$ cat config.mk
export PLATFORM = sky130hd
export DESIGN_NAME = sseg_display_ctrl_flat
export DESIGN_NICKNAME = d
export VERILOG_FILES = /design/src/rtl/sseg_display_ctrl_if.sv /design/src/rtl/sseg_display_ctrl.sv /design/src/flat_wrapper.sv
export SDC_FILE = /design/constraint.sdc
export NUM_CORES = 1
export LEC_CHECK = 0
export ABC_AREA = 1
export CAP_MARGIN = 20
export CORE_MARGIN = 4
export CORE_UTILIZATION = 50
export DETAILED_ROUTE_END_ITERATION = 10
export PLACE_DENSITY = 0.78
export SLEW_MARGIN = 20
export SYNTH_ARGS = -nofsm -noshare
export SYNTH_HDL_FRONTEND = slang
export SYNTH_SLANG_ARGS = --single-unit
export TNS_END_PERCENT = 20
$ cat constraint.sdc
create_clock -name clk -period 1.8 [get_ports clk]
set_clock_uncertainty 0.15 [all_clocks]
set_input_delay 0.36 -clock clk [delete_from_list [all_inputs] [get_ports clk]]
set_output_delay 0.36 -clock clk [all_outputs]
set_load 0.02 [all_outputs]
$ cat src/rtl/sseg_display_ctrl_if.sv
// Shared write port of the display buffer: two independent requesters (A, B),
// each with a valid/ready handshake carrying a digit index and a 6-bit digit word.
interface sseg_display_ctrl_if;
  logic       a_valid;
  logic [2:0] a_addr;
  logic [5:0] a_data;
  logic       a_ready;
  logic       b_valid;
  logic [2:0] b_addr;
  logic [5:0] b_data;
  logic       b_ready;

  modport master (
    output a_valid, a_addr, a_data, b_valid, b_addr, b_data,
    input  a_ready, b_ready
  );

  modport slave (
    input  a_valid, a_addr, a_data, b_valid, b_addr, b_data,
    output a_ready, b_ready
  );
endinterface

$ cat src/rtl/sseg_display_ctrl.sv
// Eight-digit display buffer with round-robin A/B writes, sweep-clear, blinking and leading-zero blanking.
// Accepted writes show on I0..I7 one cycle later; ready is withheld during clear and reset.
module sseg_display_ctrl #(
  parameter int BLINK_TICKS = 50_000_000,
  parameter bit LZ_BLANK    = 1'b1
) (
  input  logic                      clk,
  input  logic                      reset_n,
  sseg_display_ctrl_if.slave        wr,
  input  logic                      clear,
  input  logic [7:0]                blink_mask,
  output logic                      busy,
  output logic [5:0]                I0,
  output logic [5:0]                I1,
  output logic [5:0]                I2,
  output logic [5:0]                I3,
  output logic [5:0]                I4,
  output logic [5:0]                I5,
  output logic [5:0]                I6,
  output logic [5:0]                I7
);

  localparam int CW = (BLINK_TICKS > 1) ? $clog2(BLINK_TICKS) : 1;

  typedef enum logic [0:0] {
    ST_IDLE  = 1'b0,
    ST_CLEAR = 1'b1
  } state_t;

  state_t        state_q, state_d;
  logic [2:0]    idx_q, idx_d;
  logic [5:0]    dbuf_q [8];
  logic [5:0]    dbuf_d [8];
  logic          last_a_q, last_a_d;   // 1 = A was granted most recently
  logic [CW-1:0] cnt_q, cnt_d;
  logic          phase_q, phase_d;
  logic          a_rdy, b_rdy;
  logic          cnt_wrap;
  logic [5:0]    w [8];
  logic          lz_run;

  always_ff @(posedge clk) begin
    if (!reset_n) begin
      state_q  <= ST_IDLE;
      idx_q    <= 3'd0;
      last_a_q <= 1'b0;
      cnt_q    <= '0;
      phase_q  <= 1'b0;
      for (int i = 0; i < 8; i++) dbuf_q[i] <= 6'd0;
    end else begin
      state_q  <= state_d;
      idx_q    <= idx_d;
      last_a_q <= last_a_d;
      cnt_q    <= cnt_d;
      phase_q  <= phase_d;
      for (int i = 0; i < 8; i++) dbuf_q[i] <= dbuf_d[i];
    end
  end

  always_comb begin
    state_d  = state_q;
    idx_d    = idx_q;
    last_a_d = last_a_q;
    a_rdy    = 1'b0;
    b_rdy    = 1'b0;
    for (int i = 0; i < 8; i++) dbuf_d[i] = dbuf_q[i];

    case (state_q)
      ST_IDLE: begin
        if (clear) begin
          state_d = ST_CLEAR;
          idx_d   = 3'd0;
        end else begin
          // On a tie the requester not served last time wins.
          if (wr.a_valid && (!wr.b_valid || !last_a_q)) begin
            a_rdy = 1'b1;
          end else if (wr.b_valid) begin
            b_rdy = 1'b1;
          end
          if (a_rdy) begin
            dbuf_d[wr.a_addr] = wr.a_data;
            last_a_d          = 1'b1;
          end
          if (b_rdy) begin
            dbuf_d[wr.b_addr] = wr.b_data;
            last_a_d          = 1'b0;
          end
        end
      end
      ST_CLEAR: begin
        dbuf_d[idx_q] = 6'd0;
        idx_d         = idx_q + 3'd1;
        if (idx_q == 3'd7) state_d = ST_IDLE;
      end
      default: state_d = ST_IDLE;
    endcase
  end

  assign wr.a_ready = a_rdy && reset_n;
  assign wr.b_ready = b_rdy && reset_n;
  assign busy       = (state_q == ST_CLEAR);

  assign cnt_wrap = (cnt_q == CW'(BLINK_TICKS - 1));
  assign cnt_d    = cnt_wrap ? '0 : cnt_q + CW'(1);
  assign phase_d  = phase_q ^ cnt_wrap;

  always_comb begin
    lz_run = LZ_BLANK;
    for (int i = 0; i < 8; i++) begin
      w[i] = dbuf_q[i];
      if (phase_q && blink_mask[i]) w[i][5] = 1'b0;
    end
    // Leading zeros judged on the stored word (hex and DP), independent of enable.
    for (int i = 7; i >= 1; i--) begin
      if (lz_run && (dbuf_q[i][4:0] == 5'd0)) begin
        w[i][5] = 1'b0;
      end else begin
        lz_run = 1'b0;
      end
    end
  end

  assign I0 = w[0];
  assign I1 = w[1];
  assign I2 = w[2];
  assign I3 = w[3];
  assign I4 = w[4];
  assign I5 = w[5];
  assign I6 = w[6];
  assign I7 = w[7];

endmodule

$ cat src/flat_wrapper.sv
// flat-port wrapper written by rule: the top's interface ports become plain ports
module sseg_display_ctrl_flat 
#(
  parameter int BLINK_TICKS = 50_000_000,
  parameter bit LZ_BLANK    = 1'b1
)
  (clk, reset_n, clear, blink_mask, busy, I0, I1, I2, I3, I4, I5, I6, I7, wr_a_valid, wr_a_addr, wr_a_data, wr_b_valid, wr_b_addr, wr_b_data, wr_a_ready, wr_b_ready);
  sseg_display_ctrl_if wr_i ();
  input  logic clk;
  input  logic reset_n;
  input  logic clear;
  input  logic [7:0] blink_mask;
  output logic busy;
  output logic [5:0] I0;
  output logic [5:0] I1;
  output logic [5:0] I2;
  output logic [5:0] I3;
  output logic [5:0] I4;
  output logic [5:0] I5;
  output logic [5:0] I6;
  output logic [5:0] I7;
  input wire logic [$bits(wr_i.a_valid)-1:0] wr_a_valid;
  input wire logic [$bits(wr_i.a_addr)-1:0] wr_a_addr;
  input wire logic [$bits(wr_i.a_data)-1:0] wr_a_data;
  input wire logic [$bits(wr_i.b_valid)-1:0] wr_b_valid;
  input wire logic [$bits(wr_i.b_addr)-1:0] wr_b_addr;
  input wire logic [$bits(wr_i.b_data)-1:0] wr_b_data;
  output wire logic [$bits(wr_i.a_ready)-1:0] wr_a_ready;
  output wire logic [$bits(wr_i.b_ready)-1:0] wr_b_ready;
  assign wr_i.a_valid = wr_a_valid;
  assign wr_i.a_addr = wr_a_addr;
  assign wr_i.a_data = wr_a_data;
  assign wr_i.b_valid = wr_b_valid;
  assign wr_i.b_addr = wr_b_addr;
  assign wr_i.b_data = wr_b_data;
  assign wr_a_ready = wr_i.a_ready;
  assign wr_b_ready = wr_i.b_ready;
  sseg_display_ctrl #(.BLINK_TICKS(BLINK_TICKS), .LZ_BLANK(LZ_BLANK)) u_core (.clk(clk), .reset_n(reset_n), .wr(wr_i), .clear(clear), .blink_mask(blink_mask), .busy(busy), .I0(I0), .I1(I1), .I2(I2), .I3(I3), .I4(I4), .I5(I5), .I6(I6), .I7(I7));
endmodule
==> flow_summary.yaml, run 1 <==
timing:
  fin_crit_sh: 1.22
  report.final.hold_viol_count: 0
  timing.setup.tns_ns: -2.15
  slew_viol_final: 0
  rsz0062_at_grt: "yes"
  hold_ws_ns: 0.318
  worst_pin_slew_ns: 0.580
  slew_headroom: 0.614
  worst_slack_ns: -0.396
  fmax_ghz: 0.455
  fin_crit_ns: 2.20
  setup_violations: 7
grt:
  track_usage: 0.252
  grt_antenna_before_repair: 0
  grt_first_pass_wirelength_um: 26500
  gr-total-overflow: 0
  grt_max_degree: 58
  grt_pass1_vias: 5649
floorplanning:
  rows: 37
  design.core.area_mm2: 0.0105
  start_util: 0.518
  die_w_um: 112
  die_h_um: 112
  die_area_mm2: 0.0126
  io-pin-count: 82
pwr:
  p_leak_uw: 0.00334
  switching_share: 0.289
  max-vdd-ir-drop_v: 0.000561
  power_density_mw_per_mm2: 596
  power_uw: 4230
  pwr-share-comb: 0.204
  p_int_uw: 3010
  p_clk_frac: 0.364
  p_switching_uw: 1220
  p_seq_frac: 0.432
finish:
  area_growth_pct: 31.0
  layout-drive-gt1-share: 0.185
  diodes: 0
  stdcell_count: 1152
  fin_util: 0.679
  layout.nets: 1045
  final.fill_count: 949
yosys:
  async_flop_share: 0
  ys_types: 34
  ys_ff_latch: 80
  synth_nets: 920
  syn-cell-area_mm2: 0.00542
  syn_inst: 886
  synth_edf_count: 0
  syn_avg_cell_area_um2: 6.12
  synth_flop_cell: "dfxtp_1"
  ys_seq_area_frac: 0.295
  ys_warn_count: 0
clock_tree:
  numCtsBuffers: 9
  postCtsHoldBufs: 0
  htree_levels: 3
  cts_tree: "yes"
  cts_sinks: 80
  clk_pin_slew_worst_paths_ns: 0.09
  root_buffer: "clkbuf_8"
  clk-insertion-delay-late_ns: 0.37
  clock_path_buffers: 2
route:
  drt_iter0_markers: 482
  dr.pass1.iters: 7
  drc_errors: 0
  wl_um: 15600
  via_count: 5944
  avgRoutedWirePerCell_um: 13.5
  vias_per_cell: 5.16
  ant_nets: 0
setup_path:
  cp.arrival_ns: 1.69
  path_class: "register to primary output"
  critPathMaxFanout: 3
  required_ns: 1.29
  end_kind: "primary output"
  cp-start-kind: "register"
place:
  io_buffers: 81
  dp_hpwl_um: 11600
  placed_cells: 1132
  gp_congestion: 0.897
worst_hold_path:
  hold_path.class: "register to register"
run_status:
  violations: "setup timing"
  status: "complete, but fails checks"
run:
  drv_cap: 0
-- worst max-delay path: stages (launching register included) --
cell,delay [ns]
dfxtp_2,0.33
nor2_2,0.11
nand3_2,0.13
nor2_4,0.15
nand4_1,0.11
buf_6,0.15
nor2_4,0.09
a21oi_1,0.07
buf_4,0.16
-- cell usage after synthesis (all sizes together) (4+ instances only) --
cell type | number | area (um^2)
xnor2 | 5 | 43.8
o21ai | 8 | 40.0
nand2 | 320 | 1240
nand3 | 85 | 445
nor3 | 14 | 91.3
nor2 | 72 | 315
inv | 95 | 357
a21oi | 70 | 350
clkbuf | 7 | 26.3
xor2 | 4 | 35.0
buf | 65 | 449
dfxtp | 80 | 1600
nand4 | 47 | 294
-- state kept, by name, summed over array words and instances (netlist names) --
name / cells
u_core.last_a_q: 1
u_core.cnt_q: 26
u_core.busy: 1
u_core.dbuf_q: 48
u_core.idx_q: 3
u_core.phase_q: 1
-- layer usage --
metal,part of all wire,track usage,vias to the layer above
met1,0.43,0.314,2643
met3,0.067,0.0474,32
met5,0,0,-
met2,0.48,0.436,218
met4,0.022,0.0873,0
li1,-,-,3051
-- repair_timing --
item / in CTS / in global routing
setup buffers: 2 / 2
gates cloned: 0 / 0
endpoints found under the setup margin: 56 / 67
pin swaps: 5 / 6
resized for setup: 109 / 19
-- power by group through the flow --
stage               combinational (uW)  sequential (uW)  clock [uW]
finish                             863             1830        1540
detailed placement                 806             1870           0
CTS                                836             1830        1560
floorplan                          433             1870           0
global route                       945             1830        1620
global placement                   796             1870           0
-- path summary, 6_finish.rpt --
| check | start | endpoint | slack [ns] | cells after the start |
|---|---|---|---|---|
| setup / recovery | u_core.dbuf_q[1][19] | I1[5] | -0.40 | 8 |
| hold / removal | u_core.cnt_q[25] | u_core.cnt_q[25] | 0.32 | 2 |
| setup reg to reg | u_core.cnt_q[0] | u_core.cnt_q[17] | 0.14 | 8 |
| hold reg to reg | u_core.cnt_q[25] | u_core.cnt_q[25] | 0.32 | 2 |
-- metrics by stage --
| step | setup slack [ns] | area, um^2 |
|---|---|---|
| final | -0.396 | 7100 |
| after global routing | -0.455 | 7100 |
| after detailed placement | -0.649 | 6800 |
| after floorplan | 0.0852 | 5420 |
| after CTS | -0.387 | 7020 |
| after global placement | -0.615 | 6800 |
-- placed cells by master (no fill, tap or decap), types with 2 or more instances in the layout --
cell,n
clkinv_4,2
buf_4,95
nand2_2,8
a21oi_2,3
buf_12,9
dlygate4sd2_1,44
nor2_2,11
nand3_1,79
a21oi_1,67
nand4_1,47
nor3_4,2
bufinv_16,2
nand2_1,309
inv_2,5
inv_1,90
nor3_2,3
nand3_2,6
nand2_4,2
nor2_1,54
xor2_1,4
nand3b_1,3
dfxtp_2,6
dfxtp_1,74
clkbuf_8,10
o21ai_0,7
clkdlybuf4s50_1,26
buf_6,7
xnor2_1,5
ha_1,2
nor3_1,9
buf_2,3
nor2_4,7
-- kinds of logic (layout without fill, tap and decap cells) --
| family | Yosys count | count (layout) | synth area share |
|---|---|---|---|
| buffers and inverters | 167 | 297 | 0.153 |
| AND/OR/NAND/NOR | 544 | 544 | 0.449 |
| AO/OA/AOI/OAI | 83 | 83 | 0.0810 |
| XOR/XNOR | 9 | 9 | 0.0145 |
| adder cells (fa/ha/maj) | 3 | 3 | 0.00692 |
| flip-flops | 80 | 80 | 0.295 |
-- layout make-up --
type                       count  area [um^2]  share of cell area
tap                          136          170              0.0240
multi-input combinational    639         3080               0.434
inverter                      95          357              0.0502
clock buffer                  10          138              0.0194
timing repair buffer         186         1660               0.233
sequential                    80         1610               0.226
clock inverter                 6         91.3              0.0129
No activity file was read; power rests on OpenSTA's default activity.
==> run 2, diff against run 1 <==
--- a/config.mk
+++ b/config.mk
@@ -6,8 +6,9 @@
 export NUM_CORES = 1
 export LEC_CHECK = 0
 export ABC_AREA = 1
+export ABC_CLOCK_PERIOD_IN_PS = 1800
 export CAP_MARGIN = 20
-export CORE_MARGIN = 4
+export CORE_MARGIN = 3
 export CORE_UTILIZATION = 50
 export DETAILED_ROUTE_END_ITERATION = 10
 export PLACE_DENSITY = 0.78
==> flow_summary.yaml, run 2 (same netlist as run 1, synthesis figures left out) <==
grt:
  grt_first_pass_wirelength_um: 26100
  grt_max_degree: 58
  track_usage: 0.275
  grt_antenna_before_repair: 0
  gr-total-overflow: 0
  grt_pass1_vias: 5575
floorplanning:
  start_util: 0.520
  io-pin-count: 82
  design.core.area_mm2: 0.0104
  rows: 37
  die_h_um: 110
  die_area_mm2: 0.0121
  die_w_um: 110
timing:
  setup_violations: 8
  slew_headroom: 0.625
  fmax_ghz: 0.446
  fin_crit_sh: 1.25
  hold_ws_ns: 0.320
  worst_pin_slew_ns: 0.562
  report.final.hold_viol_count: 0
  timing.setup.tns_ns: -2.59
  fin_crit_ns: 2.24
  rsz0062_at_grt: "yes"
  slew_viol_final: 0
  worst_slack_ns: -0.443
finish:
  final_common_cell: "nand2_1"
  largest_reg_flops: 48
  layout-drive-gt1-share: 0.193
  final_cell_mix: "nand2_1, buf_4, inv_1, nand3_1, dfxtp_1"
  diodes: 0
  layout.nets: 1052
  regMostFlops: "u_core.dbuf_q"
  area_growth_pct: 31.1
  fin_util: 0.682
  reg.largest.list: "u_core.dbuf_q (48), u_core.cnt_q (26), u_core.idx_q (3)"
clock_tree:
  clk_pin_slew_worst_paths_ns: 0.10
  clk-insertion-delay-late_ns: 0.39
  clock_path_buffers: 2
  root_buffer: "clkbuf_8"
  htree_levels: 3
  numCtsBuffers: 9
  cts_tree: "yes"
  cts_sinks: 80
route:
  drc_errors: 0
  via_count: 6085
  wl_um: 16400
  vias_per_cell: 5.25
  avgRoutedWirePerCell_um: 14.1
  dr.pass1.iters: 5
  drt_iter0_markers: 533
  ant_nets: 0
setup_path:
  crit_start: "u_core.dbuf_q[1][13]"
  cp-endpoint: "I6[5]"
  r2r-start: "u_core.cnt_q[1]"
  critPathMaxFanout: 2
  path_class: "register to primary output"
  r2r-end: "u_core.phase_q"
  r2r_slack_ns: 0.09
  required_ns: 1.29
  end_kind: "primary output"
  cp-start-kind: "register"
  cp.arrival_ns: 1.73
  rr_worst_depth: 10
pwr:
  power_density_mw_per_mm2: 568
  p_leak_uw: 0.00335
  max-vdd-ir-drop_v: 0.000455
run_status:
  violations: "setup timing"
  status: "complete, but fails checks"
run:
  drv_cap: 0
worst_hold_path:
  hold_path.class: "register to register"
place:
  dp_hpwl_um: 11700
  gp_congestion: 0.954
  io_buffers: 81
==> run 2: changes by cell type in the layout (fill, tap and decap cells not counted), sizes merged, moves of 2 or more <==
| cell | delta |
|---|---|
| clkinv | -3 |
| buf | +5 |
| nand2 | +2 |
| inv | +5 |
| bufinv | -2 |
==> run 2: metal layers <==
layer	wire length (um)	part of all wire	GRT usage	vias to the layer above
li1	-	-	-	3069
met1	6720	0.41	0.335	2705
met2	7860	0.48	0.468	250
met3	1200	0.073	0.0629	61
met4	590	0.036	0.109	0
met5	0	0	0	-
==> run 2: worst min-delay path by stage <==
stage                   startpoint                  end  depth (start not counted)
6_report          u_core.cnt_q[25]     u_core.cnt_q[25]                          2
5_1_grt        u_core.dbuf_q[0][5]  u_core.dbuf_q[0][5]                          2
4_1_cts           u_core.cnt_q[25]     u_core.cnt_q[25]                          2
3_5_place_dp      u_core.cnt_q[25]     u_core.cnt_q[25]                          2
3_3_place_gp      u_core.cnt_q[25]     u_core.cnt_q[25]                          2
2_1_floorplan      u_core.cnt_q[0]      u_core.cnt_q[0]                          1
==> run 2: where the power goes <==
group	internal [uW]	switching, uW
Clock	544	795
Sequential	1800	24.6
Combinational	378	491
==> run 2: per-stage QoR <==
stage	instances	setup WS, ns	power, uW	cell area [um^2]
global route	1159	-0.575	4230	7110
CTS	1154	-0.421	4030	6990
global placement	1135	-0.698	2660	6800
floorplan	886	0.0852	2310	5420
finish	1159	-0.443	4040	7110
detailed placement	1135	-0.695	2670	6800
==> run 2: repair_timing <==
action	CTS	global route
resized for setup	109	22
pin swaps	7	4
setup buffers	3	3
cloned	0	2
endpoints found under the setup margin	58	56
hold buffers	0	0
==> run 2: critical path, stage by stage (launching register included) <==
cell	delay, ns
dfxtp_2	0.33
nor2_1	0.14
nand3b_1	0.17
buf_4	0.17
o21ai_0	0.18
a21oi_1	0.06
dlygate4sd2_1	0.32
==> run 2: area by class of cell <==
cell class / count / area, um^2
clock buffer: 9 / 124
sequential: 80 / 1610
tap: 136 / 170
clock inverter: 7 / 67.6
fill: 929 / 3310
timing repair buffer: 191 / 1660
inverter: 95 / 357
multi-input combinational: 641 / 3120
